$ cat config.mk
export PLATFORM = sky130hd
export DESIGN_NAME = mover_slot_scheduler
export DESIGN_NICKNAME = d
export VERILOG_FILES = /design/src/rtl/mover_pkg.sv /design/src/rtl/mover_slot_scheduler_free_slot_finder.sv /design/src/rtl/mover_slot_scheduler.sv
export SDC_FILE = /design/constraint.sdc
export NUM_CORES = 1
export LEC_CHECK = 0
export CELL_PAD_IN_SITES_DETAIL_PLACEMENT = 0
export CELL_PAD_IN_SITES_GLOBAL_PLACEMENT = 1
export CORE_UTILIZATION = 25
export CTS_BUF_LIST = sky130_fd_sc_hd__clkbuf_2
export DETAILED_ROUTE_END_ITERATION = 7
export GPL_TIMING_DRIVEN = 0
export PLACE_DENSITY = 0.65
export SYNTH_ARGS = -nofsm -noshare
export SYNTH_HDL_FRONTEND = slang
export SYNTH_SLANG_ARGS = --single-unit
$ cat constraint.sdc
create_clock -name clk -period 5.1 [get_ports clk]
set_input_delay 1.02 -clock clk [delete_from_list [all_inputs] [get_ports clk]]
set_output_delay 1.02 -clock clk [all_outputs]
set_load 0.1 [all_outputs]
$ cat src/rtl/mover_pkg.sv
// Shared types for the mover slot scheduler: slot record, FSM states, fixed-point format.
package mover_pkg;

  localparam int FRAC_BITS = 6;
  localparam int POS_W     = 11 + FRAC_BITS;

  typedef struct packed {
    logic              active;
    logic signed [16:0] pos;
    logic signed [11:0] speed;
    logic signed [10:0] y;
  } mover_slot_t;

  typedef enum logic {S_IDLE, S_UPDATE} mover_state_e;

endpackage

$ cat src/rtl/mover_slot_scheduler_free_slot_finder.sv
// Lowest-index free slot encoder: returns the first cleared bit of active and a full flag.
module free_slot_finder #(
  parameter int NUM_SLOTS = 4,
  localparam int IW = $clog2(NUM_SLOTS)
) (
  input  logic [NUM_SLOTS-1:0] active,
  output logic [IW-1:0]        idx,
  output logic                 full
);

  logic found;

  always_comb begin
    idx   = '0;
    found = 1'b0;
    for (int unsigned i = 0; i < NUM_SLOTS; i++) begin
      if (!found && !active[i]) begin
        idx   = IW'(i);
        found = 1'b1;
      end
    end
  end

  assign full = &active;

endmodule

$ cat src/rtl/mover_slot_scheduler.sv
// Shares one fixed-point X adder across all mover slots, sweeping one slot per cycle each frame,
// and allocates/frees slots on spawn, kill and off-screen events.
module mover_slot_scheduler
  import mover_pkg::*;
#(
  parameter int NUM_SLOTS = 4,
  parameter int X_MIN     = -32,
  parameter int X_MAX     = 640,
  localparam int IW = $clog2(NUM_SLOTS)
) (
  input  logic                        clk,
  input  logic                        reset,
  input  logic                        startOfFrame,
  input  logic                        spawn_req,
  input  logic signed [10:0]          spawn_x,
  input  logic signed [10:0]          spawn_y,
  input  logic signed [11:0]          spawn_speed,
  input  logic [NUM_SLOTS-1:0]        kill_req,
  output logic                        spawn_ack,
  output logic [IW-1:0]               spawn_slot,
  output logic                        slots_full,
  output logic [NUM_SLOTS-1:0]        active,
  output logic [NUM_SLOTS-1:0][10:0]  topLeftX,
  output logic [NUM_SLOTS-1:0][10:0]  topLeftY,
  output logic [NUM_SLOTS-1:0]        despawn,
  output logic                        frame_done,
  output logic                        overrun
);

  localparam logic signed [11:0] X_LO = 12'(X_MIN);
  localparam logic signed [11:0] X_HI = 12'(X_MAX);

  mover_slot_t  slots   [NUM_SLOTS];
  mover_slot_t  slots_n [NUM_SLOTS];
  mover_slot_t  cur;
  mover_state_e state, state_n;
  logic [IW-1:0] idx, idx_n, free_idx, slot_n;
  logic          full, ack_n, ovr_n, out_of_range;
  logic [NUM_SLOTS-1:0] desp_n;
  logic signed [POS_W:0]  sum;
  logic signed [11:0]     new_x;

  free_slot_finder #(.NUM_SLOTS(NUM_SLOTS)) u_finder (
    .active (active),
    .idx    (free_idx),
    .full   (full)
  );

  always_comb begin
    for (int unsigned i = 0; i < NUM_SLOTS; i++) begin
      active[i]   = slots[i].active;
      topLeftX[i] = slots[i].pos[POS_W-1:FRAC_BITS];
      topLeftY[i] = slots[i].y;
    end
  end

  assign slots_full = full;
  assign frame_done = (state == S_UPDATE) && (idx == IW'(NUM_SLOTS - 1));

  // One guard bit on the adder so the bounds check sees the true sum.
  assign cur          = slots[idx];
  assign sum          = (POS_W + 1)'(cur.pos) + (POS_W + 1)'(cur.speed);
  assign new_x        = sum[POS_W:FRAC_BITS];
  assign out_of_range = (new_x < X_LO) || (new_x > X_HI);

  always_comb begin
    state_n = state;
    idx_n   = idx;
    slots_n = slots;
    ack_n   = 1'b0;
    slot_n  = spawn_slot;
    desp_n  = '0;
    ovr_n   = 1'b0;
    unique case (state)
      S_IDLE: begin
        if (startOfFrame) begin
          state_n = S_UPDATE;
          idx_n   = '0;
        end else if (spawn_req && !full && !spawn_ack && !kill_req[free_idx]) begin
          slots_n[free_idx].active = 1'b1;
          slots_n[free_idx].pos    = {spawn_x, {FRAC_BITS{1'b0}}};
          slots_n[free_idx].speed  = spawn_speed;
          slots_n[free_idx].y      = spawn_y;
          ack_n  = 1'b1;
          slot_n = free_idx;
        end
      end
      S_UPDATE: begin
        ovr_n = startOfFrame;
        if (cur.active && !kill_req[idx]) begin
          slots_n[idx].pos = sum[POS_W-1:0];
          if (out_of_range) begin
            slots_n[idx].active = 1'b0;
            desp_n[idx]         = 1'b1;
          end
        end
        if (idx == IW'(NUM_SLOTS - 1)) state_n = S_IDLE;
        else                           idx_n   = idx + IW'(1);
      end
    endcase
    // Kills are applied last so they win over a same-cycle update or spawn.
    for (int unsigned i = 0; i < NUM_SLOTS; i++) begin
      if (kill_req[i]) slots_n[i].active = 1'b0;
    end
  end

  always_ff @(posedge clk) begin
    if (reset) begin
      state      <= S_IDLE;
      idx        <= '0;
      spawn_ack  <= 1'b0;
      spawn_slot <= '0;
      despawn    <= '0;
      overrun    <= 1'b0;
      for (int unsigned i = 0; i < NUM_SLOTS; i++) slots[i] <= '0;
    end else begin
      state      <= state_n;
      idx        <= idx_n;
      spawn_ack  <= ack_n;
      spawn_slot <= slot_n;
      despawn    <= desp_n;
      overrun    <= ovr_n;
      for (int unsigned i = 0; i < NUM_SLOTS; i++) slots[i] <= slots_n[i];
    end
  end

endmodule
==> results of run 1 <==
[cell families after synthesis]
group | count (synthesis) | synth area share (%)
AO/OA/AOI/OAI | 263 | 18.4
XOR/XNOR | 14 | 1.35
adder cells (fa/ha/maj) | 22 | 3.12
buffers and inverters | 169 | 12.2
flip-flops | 175 | 38.6
multiplexers | 32 | 7.67
AND/OR/NAND/NOR | 399 | 18.6
[synthesized netlist by cell type, drive strengths merged (3+ instances only)]
cell type	count	area, sq um
a211oi	5	52.6
a21boi	3	22.5
a21oi	135	679
a221oi	7	61.3
a22o	18	158
a22oi	36	270
a31oi	4	25.0
a32oi	3	26.3
and2	11	72.6
and3	4	25.0
buf	120	847
clkbuf	41	218
dfxtp	175	3500
ha	21	263
inv	7	26.3
mux4	30	676
nand2	233	875
nand3	8	40.0
nor2	90	375
nor2b	4	25.0
nor3	34	170
nor3b	5	37.5
o211ai	8	75.1
o21ai	30	150
o221a	4	45.0
xnor2	9	78.8
xor2	5	43.8
[sequential cells by signal (all words and copies together) (netlist names)]
name / count
despawn: 4
spawn_ack: 1
active: 4
topLeftX: 44
overrun: 1
state: 1
slots: 72
spawn_slot: 2
idx: 2
topLeftY: 44
[where the power goes]
| part | total (mW) | internal [mW] | switching (mW) |
|---|---|---|---|
| registers | 1.39 | 1.38 | 0.00698 |
| clock network | 0.753 | 0.160 | 0.592 |
| logic | 0.278 | 0.0945 | 0.183 |
[what timing repair did]
| action | 4_1_cts | 5_1_grt |
|---|---|---|
| setup endpoints to repair | 16 | 8 |
| hold endpoints to repair | 0 | 0 |
| gates resized for setup | 2 | 6 |
| hold buffers | 0 | 0 |
| setup buffers | 0 | 0 |
| pin swaps | 0 | 0 |
[final timing paths]
path,start,end,depth (start not counted),slack [ns]
max,idx[1],active[2],12,0.36
min,slots[57],slots[57],2,0.47
max reg2reg,idx[1],active[2],12,0.36
min reg2reg,slots[57],slots[57],2,0.47
[metrics by stage]
step | util [%] | setup TNS, ns | cells
3_5_place_dp | 31.0 | -4.24 | 1677
3_3_place_gp | 31.0 | -4.06 | 1677
2_1_floorplan | - | 0 | 1074
4_1_cts | 31.7 | 0 | 1709
5_1_grt | 31.7 | 0 | 1710
6_report | 31.7 | 0 | 1711
[critical path, stage by stage (launching register included)]
cell and delay [ns]:
dfxtp_1 0.57, clkbuf_4 0.37, buf_1 0.74, mux4_2 0.48, ha_1 0.38, a21oi_2 0.35, o211ai_2 0.22, a22oi_1 0.25
a31oi_1 0.13, xnor2_1 0.49, nand3_1 0.23, o211ai_4 0.24, o221a_1 0.26
[cell type report]
type | count | area share (%)
flip-flops and latches | 175 | 31.0
well taps | 461 | 5.10
multi-input cells | 730 | 39.5
clock inverters | 15 | 1.28
repair buffers | 142 | 12.6
plain buffers | 162 | 9.56
diodes | 2 | 0.0442
inverters | 7 | 0.232
clock buffers | 17 | 0.752
[routing by layer]
metal | vias to the layer above | part of all wire, % | global-route usage [%]
met5 | - | 0 | 0
met2 | 286 | 47 | 29.0
met3 | 39 | 6.2 | 3.75
met1 | 3927 | 45 | 23.0
met4 | 0 | 2.0 | 5.42
li1 | 3972 | - | -
==> impl_metrics.json, run 1 <==
{
  "outcome": "finished with violations",
  "violations": "design-rule violations",
  "setup_ws_ns": 0.365,
  "syn_to_final_growth_pct": 24.8,
  "maxSlewViolCount": 0,
  "rsz0062_at_grt": "false",
  "dieWidth_microns": 192,
  "ios": 144,
  "overflow": 0,
  "setup_viol": 0,
  "worst_pin_slew_ns": 1.14,
  "period_share_pct": 92.9,
  "ir_worst_vdd_mv": 0.131,
  "arrival_ns": 5.53,
  "first_iter_violations": 567,
  "grt_pass1_vias": 8084,
  "hp-class": "register to register",
  "initial_core_util_pct": 25.4,
  "fmaxAchievable_mhz": 211,
  "drt_wl_total_mm": 32.3,
  "synth-edff-count": 0,
  "fill_cells": 3803,
  "layout_commonest_cell": "nand2_1",
  "synth_cells": 1074,
  "slew_headroom_pct": 24.3,
  "clock-sinks": 175,
  "report.final.hold_viol_count": 0,
  "vias": 8224,
  "worstPathMaxFanout": 10,
  "synthFlopType": "dfxtp_1",
  "ff_latch_area_sq_um": 3500,
  "cts_root_buffer": "clkbuf_2",
  "ant_nets": 0,
  "grt_pass1_wl_mm": 48.5,
  "placed_area_sq_um": 11100,
  "syn_nets": 1138,
  "netlist_area_sq_um": 9070,
  "max_cap_violations": 0,
  "cp-end-kind": "register",
  "die_h_microns": 192,
  "die_area_sq_um": 37000,
  "whs_ns": 0.468,
  "firstDrtPassIters": 7,
  "final_area_sq_um": 11300,
  "syn_area_per_cell_sq_um": 8.45,
  "insertion_delay_ns": 0.83,
  "clock_skew_ns": 0.0677,
  "final_net_count": 1299,
  "cts_tree": "yes",
  "period_needed_ns": 4.74,
  "drive_above_1_share_pct": 16.6,
  "synthArstFlopShare_pct": 0,
  "gr-usage-all-layers_pct": 17.7,
  "synth-seq-cells": 175,
  "avgViaCountPerCell": 4.81,
  "p_leak_nw": 4.03,
  "critical_path_class": "register to register",
  "dp_slack_ns": -0.546,
  "drc": 56,
  "core_sq_um": 35700,
  "layout_common_cells": "nand2_1 (233), dfxtp_1 (175), clkdlybuf4s50_1 (142), a21oi_1 (134), buf_4 (93)",
  "rows": 69,
  "powerDensity_nw_per_um2": 214,
  "cts_buffers": 17,
  "worst_setup_path_start_kind": "register",
  "io_buffers": 142,
  "hpwl_mm": 23.5,
  "yosys_warnings": 0,
  "gp_congestion": 0.915,
  "multiInputGateArea_sq_um": 4470,
  "clock_path_buffers": 2,
  "wl_per_cell_microns": 18.9,
  "ys_seq_area_share_pct": 38.6,
  "power_mw": 2.42,
  "worstPathRequired_ns": 5.89,
  "htree_levels": 4,
  "clk_pin_slew_ns": 0.31,
  "antenna_found_initial": 2,
  "grt_max_degree": 19,
  "synth_cell_type_count": 60
}
(Power assumes the default switching activity.)
==> inputs of run 2 (changes only) <==
--- a/config.mk
+++ b/config.mk
@@ -11,7 +11,8 @@
 export CTS_BUF_LIST = sky130_fd_sc_hd__clkbuf_2
 export DETAILED_ROUTE_END_ITERATION = 7
 export GPL_TIMING_DRIVEN = 0
-export PLACE_DENSITY = 0.65
+export PLACE_DENSITY = 0.67
+export SLEW_MARGIN = 0
 export SYNTH_ARGS = -nofsm -noshare
 export SYNTH_HDL_FRONTEND = slang
 export SYNTH_SLANG_ARGS = --single-unit
==> constraint.sdc (replaced) <==
create_clock -name clk -period 3.8 [get_ports clk]
set_input_delay 0.76 -clock clk [delete_from_list [all_inputs] [get_ports clk]]
set_output_delay 0.76 -clock clk [all_outputs]
set_load 0.1 [all_outputs]
==> run 2 against run 1 <==
The run still ends with design-rule violations left. Clock-buffer cell count did not move. First-iteration DRC count rose by 9.9%. Core utilization rose by 0.75 points. Worst setup slack got worse by 0.23 ns. Sequential power rose by 35%. Sequential share of layout area fell by 0.65 points. Clock skew fell by 0.011 ns. Register-to-register slack got worse by 0.23 ns. Highest routed layer is now met5.
==> impl_metrics.json, run 2 (synthesized netlist as in run 1, its figures left out) <==
{
  "outcome": "finished with violations",
  "violations": "design-rule violations",
  "wl_met1_mm": 14.3,
  "clock_skew_ns": 0.0566,
  "hp-class": "register to register",
  "die_area_sq_um": 37000,
  "power.switching_mw": 1.07,
  "regMostFlops": "slots",
  "grt_pass1_wl_mm": 47.8,
  "grt_max_degree": 20,
  "overflow": 0,
  "clock-sinks": 175,
  "clk_pin_slew_ns": 0.34,
  "cts_tree": "yes",
  "wl_per_cell_microns": 18.5,
  "switching_share_pct": 32.6,
  "powerDensity_nw_per_um2": 284,
  "power_mw": 3.30,
  "slew_headroom_pct": 29.1,
  "arrival_ns": 4.42,
  "drc": 26,
  "syn_to_final_growth_pct": 27.7,
  "htree_levels": 4,
  "ir_worst_vdd_mv": 0.155,
  "maxSlewViolCount": 0,
  "worstPathMaxFanout": 10,
  "hpwl_mm": 23.3,
  "core_sq_um": 35700,
  "worst_setup_path_start_kind": "register",
  "drive_above_1_share_pct": 18.9,
  "max_cap_violations": 0,
  "avgViaCountPerCell": 4.77,
  "period_share_pct": 96.5,
  "rows": 69,
  "cp-end-kind": "register",
  "io_buffers": 142,
  "setup_viol": 0,
  "p_leak_nw": 4.15,
  "dieWidth_microns": 192,
  "layout_commonest_cell": "nand2_1",
  "drt_wl_total_mm": 31.8,
  "first_iter_violations": 623,
  "initial_core_util_pct": 25.4,
  "worst_pin_slew_ns": 1.06,
  "route.met2.wl_mm": 14.8,
  "ios": 144,
  "antenna_found_initial": 3,
  "fmaxAchievable_mhz": 273,
  "routed.top_layer": "met5",
  "internal-power_mw": 2.22,
  "worstPathRequired_ns": 4.56,
  "largest_reg_flops": 72,
  "final_net_count": 1308,
  "placed_area_sq_um": 11100,
  "grt_pass1_vias": 7926,
  "ant_nets": 0,
  "pwr-share-comb_pct": 11.9,
  "rsz0062_at_grt": "false",
  "die_h_microns": 192,
  "clock_path_buffers": 2,
  "period_needed_ns": 3.67,
  "cts_root_buffer": "clkbuf_2",
  "layout_common_cells": "nand2_1 (233), dfxtp_1 (173), clkdlybuf4s50_1 (141), a21oi_1 (133), buf_4 (103)",
  "dr_wl_met3_mm": 2.10,
  "vias": 8198,
  "seq_power_share_pct": 56.6,
  "cts_buffers": 17,
  "gr-usage-all-layers_pct": 17.4,
  "gp_congestion": 0.905,
  "critical_path_class": "register to register",
  "power_frac_clock_pct": 31.5,
  "insertion_delay_ns": 0.81,
  "firstDrtPassIters": 7,
  "report.final.hold_viol_count": 0,
  "final_area_sq_um": 11600
}
## run 2: worst max-delay path, cell delays in order (launching register included)
cell	delay [ns]
dfxtp_4	0.44
buf_8	0.18
mux4_2	0.55
ha_2	0.24
fa_2	0.42
a211oi_4	0.24
o211ai_2	0.16
a311oi_2	0.37
xnor2_1	0.15
nor3_1	0.19
a31oi_2	0.15
o211ai_4	0.22
buf_12	0.15
o221a_1	0.18
## run 2: power groups by stage
stage / Combinational, mW / Clock, mW / Sequential (mW)
2_1_floorplan: 0.212 / 0 / 1.90
3_3_place_gp: 0.371 / 0 / 1.90
3_5_place_dp: 0.371 / 0 / 1.90
4_1_cts: 0.385 / 1.07 / 1.87
5_1_grt: 0.414 / 1.14 / 1.87
6_report: 0.392 / 1.04 / 1.87
## run 2: what timing repair did
| item | 4_1_cts | 5_1_grt |
|---|---|---|
| setup buffers | 2 | 7 |
| resized for setup | 44 | 13 |
| pin swaps | 4 | 7 |
| setup endpoints to repair | 64 | 9 |
| hold buffers | 0 | 0 |
## run 2: final cells by class
cell class / instances / area (sq um)
fillers: 3794 / 24100
multi-input cells: 730 / 4580
flip-flops and latches: 175 / 3510
repair buffers: 151 / 1500
plain buffers: 162 / 1140
well taps: 461 / 577
clock inverters: 15 / 163
clock buffers: 17 / 85.1
inverters: 7 / 26.3
diodes: 2 / 5.00
## run 2: stage by stage
| stage | setup slack [ns] | cells | hold WS, ns | setup TNS [ns] | utilization (%) |
|---|---|---|---|---|---|
| floorplan | 0.0354 | 1074 | 0.429 | 0 | - |
| global placement | -1.44 | 1677 | 0.440 | -45.50 | 31.0 |
| detailed placement | -1.48 | 1677 | 0.447 | -47.31 | 31.0 |
| CTS | 0.00325 | 1711 | 0.458 | 0 | 32.2 |
| global route | 0.000328 | 1720 | 0.456 | 0 | 32.5 |
| finish | 0.134 | 1720 | 0.472 | 0 | 32.5 |
## run 2: final timing paths
path           startpoint           end  slack (ns)  cells after the start
max                idx[0]     active[2]        0.13                     13
min          topLeftY[25]  topLeftY[25]        0.47                      2
max reg2reg        idx[0]     active[2]        0.13                     13
min reg2reg  topLeftY[25]  topLeftY[25]        0.47                      2
## run 2: layer usage
metal | vias to the layer above | GRT usage (%)
met3 | 36 | 3.80
li1 | 3992 | -
met5 | - | 0
met4 | 2 | 5.21
met1 | 3878 | 22.7
met2 | 290 | 28.4
